--- src/rtl/mips_multicycle_ctrl.sv ---
// mips_multicycle_ctrl
//   Main control FSM for a multicycle MIPS datapath. Sequences fetch, decode, execute, memory
//   and writeback steps and drives the datapath mux selects and write enables. Memory-facing
//   states (FETCH, MEMRD, MEMWR) hold until mem_ready.
//
// Parameters
//   IMM_LOGIC_EN  1: andi/ori are decoded (zero-extended immediate); 0: they are illegal
//
// Ports
//   clk, reset    rising-edge clock, asynchronous active-high reset
//   opcode        instr[31:26] from IR, only looked at in DECODE
//   mem_ready     memory access completes this cycle
//   pc_write, branch, pc_src            PC update control
//   i_or_d, mem_write, ir_write         memory / IR control
//   reg_dst, mem_to_reg, reg_write      register-file control
//   alu_src_a, alu_src_b, alu_op        ALU operand and operation selects
//   ext_sel       1 sign-extend, 0 zero-extend the 16-bit immediate
//   illegal_op    pulse in DECODE for an unsupported opcode
//   state_o       current state encoding, for debug

module mips_multicycle_ctrl #(
    parameter bit IMM_LOGIC_EN = 1'b1
) (
    input  logic       clk,
    input  logic       reset,
    input  logic [5:0] opcode,
    input  logic       mem_ready,
    output logic       pc_write,
    output logic       branch,
    output logic [1:0] pc_src,
    output logic       i_or_d,
    output logic       mem_write,
    output logic       ir_write,
    output logic       reg_dst,
    output logic       mem_to_reg,
    output logic       reg_write,
    output logic       alu_src_a,
    output logic [1:0] alu_src_b,
    output logic [2:0] alu_op,
    output logic       ext_sel,
    output logic       illegal_op,
    output logic [3:0] state_o
);

    localparam logic [5:0] OpRtype = 6'b000000;
    localparam logic [5:0] OpLw    = 6'b100011;
    localparam logic [5:0] OpSw    = 6'b101011;
    localparam logic [5:0] OpBeq   = 6'b000100;
    localparam logic [5:0] OpJ     = 6'b000010;
    localparam logic [5:0] OpAddi  = 6'b001000;
    localparam logic [5:0] OpAndi  = 6'b001100;
    localparam logic [5:0] OpOri   = 6'b001101;

    typedef enum logic [3:0] {
        StFetch  = 4'd0,
        StDecode = 4'd1,
        StMemAdr = 4'd2,
        StMemRd  = 4'd3,
        StMemWb  = 4'd4,
        StMemWr  = 4'd5,
        StExec   = 4'd6,
        StAluWb  = 4'd7,
        StBranch = 4'd8,
        StImmEx  = 4'd9,
        StImmWb  = 4'd10,
        StJump   = 4'd11
    } state_t;

    state_t     state;
    logic [5:0] op_q;
    state_t     dec_next;
    logic       dec_legal;

    // Opcode decode for the DECODE state; looks at the live opcode, not op_q.
    always_comb begin
        dec_next  = StFetch;
        dec_legal = 1'b1;
        case (opcode)
            OpRtype:      dec_next = StExec;
            OpLw, OpSw:   dec_next = StMemAdr;
            OpBeq:        dec_next = StBranch;
            OpJ:          dec_next = StJump;
            OpAddi:       dec_next = StImmEx;
            OpAndi, OpOri: begin
                if (IMM_LOGIC_EN) begin
                    dec_next = StImmEx;
                end else begin
                    dec_legal = 1'b0;
                end
            end
            default:      dec_legal = 1'b0;
        endcase
    end

    always_ff @(posedge clk or posedge reset) begin
        if (reset) begin
            state <= StFetch;
            op_q  <= 6'd0;
        end else begin
            case (state)
                StFetch:  if (mem_ready) state <= StDecode;
                StDecode: begin
                    op_q  <= opcode;
                    state <= dec_legal ? dec_next : StFetch;
                end
                StMemAdr: state <= (op_q == OpLw) ? StMemRd : StMemWr;
                StMemRd:  if (mem_ready) state <= StMemWb;
                StMemWb:  state <= StFetch;
                StMemWr:  if (mem_ready) state <= StFetch;
                StExec:   state <= StAluWb;
                StAluWb:  state <= StFetch;
                StBranch: state <= StFetch;
                StImmEx:  state <= StImmWb;
                StImmWb:  state <= StFetch;
                StJump:   state <= StFetch;
                default:  state <= StFetch;
            endcase
        end
    end

    always_comb begin
        pc_write   = 1'b0;
        branch     = 1'b0;
        pc_src     = 2'b00;
        i_or_d     = 1'b0;
        mem_write  = 1'b0;
        ir_write   = 1'b0;
        reg_dst    = 1'b0;
        mem_to_reg = 1'b0;
        reg_write  = 1'b0;
        alu_src_a  = 1'b0;
        alu_src_b  = 2'b00;
        alu_op     = 3'b000;
        ext_sel    = 1'b1;
        illegal_op = 1'b0;

        case (state)
            StFetch: begin
                alu_src_b = 2'b01;
                pc_write  = mem_ready;
                ir_write  = mem_ready;
            end
            StDecode: begin
                alu_src_b  = 2'b11;
                illegal_op = ~dec_legal;
            end
            StMemAdr: begin
                alu_src_a = 1'b1;
                alu_src_b = 2'b10;
            end
            StMemRd: i_or_d = 1'b1;
            StMemWb: begin
                mem_to_reg = 1'b1;
                reg_write  = 1'b1;
            end
            StMemWr: begin
                i_or_d    = 1'b1;
                mem_write = 1'b1;
            end
            StExec: begin
                alu_src_a = 1'b1;
                alu_op    = 3'b010;
            end
            StAluWb: begin
                reg_dst   = 1'b1;
                reg_write = 1'b1;
            end
            StBranch: begin
                alu_src_a = 1'b1;
                alu_op    = 3'b001;
                pc_src    = 2'b01;
                branch    = 1'b1;
            end
            StImmEx: begin
                alu_src_a = 1'b1;
                alu_src_b = 2'b10;
            end
            StImmWb: reg_write = 1'b1;
            StJump: begin
                pc_src   = 2'b10;
                pc_write = 1'b1;
            end
            default: ;
        endcase

        // ALU op and extender stay stable across IMMEX/IMMWB so the result is held.
        if (state == StImmEx || state == StImmWb) begin
            case (op_q)
                OpAndi: begin
                    alu_op  = 3'b011;
                    ext_sel = 1'b0;
                end
                OpOri: begin
                    alu_op  = 3'b100;
                    ext_sel = 1'b0;
                end
                default: begin
                    alu_op  = 3'b000;
                    ext_sel = 1'b1;
                end
            endcase
        end

        // Async reset must kill every write strobe in the same cycle it rises.
        if (reset) begin
            pc_write  = 1'b0;
            ir_write  = 1'b0;
            mem_write = 1'b0;
            reg_write = 1'b0;
            branch    = 1'b0;
        end
    end

    assign state_o = state;

endmodule
--- config.mk ---
export PLATFORM = sky130hd
export DESIGN_NAME = mips_multicycle_ctrl
export DESIGN_NICKNAME = d
export VERILOG_FILES = /design/src/rtl/mips_multicycle_ctrl.sv
export SDC_FILE = /design/constraint.sdc
export NUM_CORES = 1
export LEC_CHECK = 0
export CORE_AREA = 2 2 46 48
export CTS_BUF_LIST = sky130_fd_sc_hd__clkbuf_4 sky130_fd_sc_hd__clkbuf_8
export CTS_CLUSTER_DIAMETER = 120
export CTS_CLUSTER_SIZE = 25
export DETAILED_ROUTE_END_ITERATION = 16
export DIE_AREA = 0 0 48 50
export GPL_TIMING_DRIVEN = 0
export PLACE_DENSITY = 0.78
export SLEW_MARGIN = 10
export SYNTH_ARGS = -nofsm -noshare
export SYNTH_HDL_FRONTEND = slang
export SYNTH_SLANG_ARGS = --single-unit
export TNS_END_PERCENT = 50
--- constraint.sdc ---
create_clock -name clk -period 4 [get_ports clk]
set_clock_uncertainty 0.2 [all_clocks]
set_input_delay 0.4 -clock clk [delete_from_list [all_inputs] [get_ports clk]]
set_output_delay 0.4 -clock clk [all_outputs]
set_load 0.02 [all_outputs]
# After elaboration in Yosys (flattened, before gate mapping)
# Cells that the tools add are included.
# Widths: inputs -> output; s select.
# totals
regBits,10
input_bits,9
output_inout_bits,22
word_cells,69
# op_classes
eq_ne,24
muxes,30
bitwise,1
n_reduce_logical,12
# ops
op,n
$eq 6x4->1 const B,5
$pmux 4 s7,1
$pmux 4 s5,1
$eq 6x6->1 const B,3
$mux 1,17
$eq 4x3->1 const B,4
$eq 4x4->1 const B,4
$mux 4,4
$eq 4x2->1 const B,2
$pmux 2 s2,2
$reduce_or 2->1,4
$reduce_or 8->1,1
$eq 6x2->1 const B,1
$eq 6x3->1 const B,1
$logic_not 6->1,1
$mux 3,2
$ne 2x2->1 const B,3
$pmux 2 s3,1
$pmux 3 s2,1
$reduce_or 3->1,2
$eq 4x1->1 const B,1
$logic_not 4->1,1
$reduce_or 4->1,1
$reduce_and 3->1,1
other kinds (3),3

# Logic depth before layout (Yosys ltp)
# depth
ltp_word,5
ltp_mapped,6
depth_no_buf,4

# Least setup slack after synthesis
# OpenSTA, ideal clock, no wires.
# synth_timing
path_type,register to output
start,register state[3] (netlist: state_o[3])
end,output port alu_op[0]
t_arrival_ns,1.668
required_ns,3.400
path_slack_ns,1.732
path_stages_with_launch,5
path_buffers,1
cell_sequence,dfrtp_1 clkbuf_1 nor4b_1 nand3_1 o21ai_1
# synth_between
elab_chain_len,3
elab_cells_between_ends,7
cone_classes,eq/ne (4); mux (2); reduce/logical (1)
# synth_lines
item,line_no,source
start: declaration,69,state_t state;
start signal: assignment,97,state <= StFetch;
start signal: assignment,101,StFetch: if (mem_ready) state <= StDecode;
start signal: assignment,104,state <= dec_legal ? dec_next : StFetch;
$eq 4x4->1 (tied with other cells),137,case (state)
$pmux 2 s2 / $logic_or 1x1->1 (equally long branches),"137, 187",
$mux 3 (*),187,if (state == StImmEx || state == StImmWb) begin
end: declaration,39,"output logic [2:0] alu_op,"
# Mark *: on every way between the ends. The rest lies on a longest branch, timed or not.

# Worst setup path after layout
# layout_timing
start,input port opcode[2]
end,output port illegal_op
# layout_between
elab_chain_len,5
elab_cells_between_ends,12
cone_classes,eq/ne (7); mux (2); bitwise (1); reduce/logical (2)
# layout_lines
item,line_no,source
start: declaration,26,"input logic [5:0] opcode,"
$eq 6x4->1 (tied with other cells),78,case (opcode)
$reduce_or 8->1 (no source line) (*),n/a,
$mux 1 (*),n/a,
$not 1->1 (*),145,illegal_op = ~dec_legal;
$mux 1 (*),137,
end: declaration,41,"output logic illegal_op,"
# Marks and branches as above.

==> impl_metrics.env <==
export IMPL_yosysSeqAreaShare_pct=31.10
export IMPL_synth_most_common_cell="nor2_1"
export IMPL_path_max_fanout=7
export IMPL_period_needed_ns=2.832
export IMPL_arrival_ns=2.23
export IMPL_setup_violations_final=0
export IMPL_grt_max_degree=11
export IMPL_rows=16
export IMPL_synth_common_cells="12 x nor2_1, 10 x dfrtp_1, 8 x nand2_1"
export IMPL_antenna_found_initial=0
export IMPL_post_cts_buffers=0
export IMPL_postCtsHoldBufs=0
export IMPL_worst_slew_pin_slew_ns=0.4610
export IMPL_syn_inst=99
export IMPL_grt_util_all_layers_pct=18.48
export IMPL_worstSkewPairLatency_ns=0.27
export IMPL_endpoint_kind="output pin"
export IMPL_outcome="finished, final reports clean"
export IMPL_clkTransAtPathRegs_ns=0.06
export IMPL_critPathKind="primary input to output pin"
export IMPL_clockBufferDepth=2
export IMPL_hold_path_startpoint="op_q[3]$_DFFE_PP0P_"
export IMPL_setup_ws_ns=1.168
export IMPL_r2r_slack_ns=2.28
export IMPL_max_cap_violations=0
export IMPL_clock_sinks=10
export IMPL_p_per_area_mw_per_mm2=388.8
export IMPL_final_hold_viol_count=0
export IMPL_cts_root_buf="clkbuf_4"
export IMPL_dpl_cell_area_mm2=0.001139
export IMPL_gr_total_overflow=0
export IMPL_ant_nets=0
export IMPL_die_h_um=50
export IMPL_drt_total_wl_mm=2.037
export IMPL_die_w_um=48
export IMPL_wl_per_cell_um=12.73
export IMPL_start_kind="primary input"
export IMPL_p_leak_uw=0.0004622
export IMPL_holdCritPathClass="register to register"
export IMPL_dp_hpwl_mm=1.592
export IMPL_drt_iter0_markers=11
export IMPL_synthArstFlopShare_pct=100.0
export IMPL_core_mm2=0.001902
export IMPL_cts_buffers=3
export IMPL_final_area_mm2=0.001175
export IMPL_gp_congestion=0.8642
export IMPL_rsz0062_at_grt="false"
export IMPL_routed_via_density=5.194
export IMPL_cts_resized=0
export IMPL_synth_warnings=0
export IMPL_holdWs_ns=0.3364
export IMPL_relSlewSlack_pct=69.03
export IMPL_drc=0
export IMPL_drv_slew=0
export IMPL_area_delta_synth_final_pct=46.03
export IMPL_finalCritPeriodShare_pct=70.81
export IMPL_port_buffers=30
export IMPL_reg2reg_depth=4
export IMPL_tns_ns=0
export IMPL_synth_top_area_cell="dfrtp_1"
export IMPL_antenna_cells=0
export IMPL_ys_flop_type="dfrtp_1"
export IMPL_cts_tree="done"
export IMPL_syn_avg_cell_area_um2=8.126
export IMPL_r2r_end="op_q[1]$_DFFE_PP0P_"
export IMPL_h_tree_depth=1
export IMPL_drive_gt1_share_pct=14.29
export IMPL_num_io_pins=31
export IMPL_num_vias=831
export IMPL_r2r_start="state_o[2]$_DFFE_PP0P_"
export IMPL_nets=143
export IMPL_hold_end="op_q[3]$_DFFE_PP0P_"
export IMPL_synth_top_area_share_pct=31.10
export IMPL_ys_top_cells_by_area="dfrtp_1 31%, mux2_2 7.0%, nor2_1 5.6%"
export IMPL_fin_util_pct=61.78
export IMPL_synthesis_nets=108
export IMPL_synth_cell_type_count=35
export IMPL_synth_edf_count=0
export IMPL_place_ws_ns=1.189
export IMPL_cp_startpoint="opcode[2]"
export IMPL_whs_path_depth=1
export IMPL_grt_pass1_vias=736
export IMPL_ys_ff_latch=10
export IMPL_die_area_mm2=0.002400
export IMPL_syn_area_um2=804.5
export IMPL_firstDrtPassIters=4
export IMPL_max_freq_mhz=353.0
export IMPL_required_ns=3.40
export IMPL_grt_pass1_wl_mm=3.187
export IMPL_start_util_pct=42.30
export IMPL_ir_worst_vdd_mv=0.2326
-- layout make-up --
cell class | count | area [um^2]
multi-input cells | 77 | 501.7
repair buffers | 30 | 300.3
inverters | 5 | 18.77
flip-flops and latches | 10 | 250.2
plain buffers | 7 | 33.78
well taps | 27 | 33.78
clock buffers | 4 | 36.28
fillers | 170 | 726.9
-- layer usage --
metal	global-route usage (%)	share of wire [%]	vias up
li1	-	-	426
met1	21.92	45	367
met2	30.89	49	34
met3	2.198	4.8	4
met4	9.459	1.7	0
met5	0	0	-
-- logic make-up (layout without fill, tap and decap cells) --
family / after synthesis / after routing / share of synthesized area, %
xor gates and xnor gates: 2 / 2 / 2.178
AOI/OAI and AO/OA: 22 / 22 / 18.51
muxes: 7 / 7 / 9.486
buffers and inverters: 12 / 46 / 6.532
and+or+nand+nor: 45 / 45 / 30.95
DFF: 10 / 10 / 31.10
adders and majority gates: 1 / 1 / 1.244
-- worst max-delay path: stages --
cell and delay, ns:
clkdlybuf4s50_1 0.51, nor3_1 0.46, o21ai_0 0.18, o311a_1 0.15
clkdlybuf4s50_1 0.54
-- through the flow --
stage | cells | total power, uW
3_5_place_dp | 156 | 370.0
6_report | 160 | 456.8
4_1_cts | 160 | 461.3
5_1_grt | 160 | 489.5
3_3_place_gp | 156 | 363.5
2_1_floorplan | 99 | 293.5
-- placed cells by master (no fill, tap or decap), types with 3 or more instances in the layout --
cell type | netlist | layout
nor2_1 | 12 | 12
mux2_2 | 5 | 5
a21oi_1 | 6 | 6
clkdlybuf4s50_1 | 0 | 30
dfrtp_1 | 10 | 10
nor3_1 | 6 | 6
o21ai_0 | 4 | 4
nand3_1 | 4 | 4
clkbuf_4 | 0 | 3
nand2b_1 | 3 | 3
nand2_1 | 8 | 8
inv_1 | 5 | 5
buf_2 | 6 | 6
-- worst max-delay path by stage --
stage            endpoint  slack (ns)
6_report       illegal_op        1.17
5_1_grt         alu_op[1]        1.04
4_1_cts        illegal_op        1.18
3_5_place_dp   illegal_op        1.19
3_3_place_gp   illegal_op        1.25
2_1_floorplan   alu_op[0]        1.73
-- state kept, by name, indices dropped and copies added, names as in the netlist --
register,cells
state_o,4
op_q,6
-- where the power goes --
part           switching [uW]  total [uW]  internal (uW)
combinational             106         208            102
sequential               27.1         159            132
clock                    34.4        89.7           55.3
(Power assumes the default switching activity.)
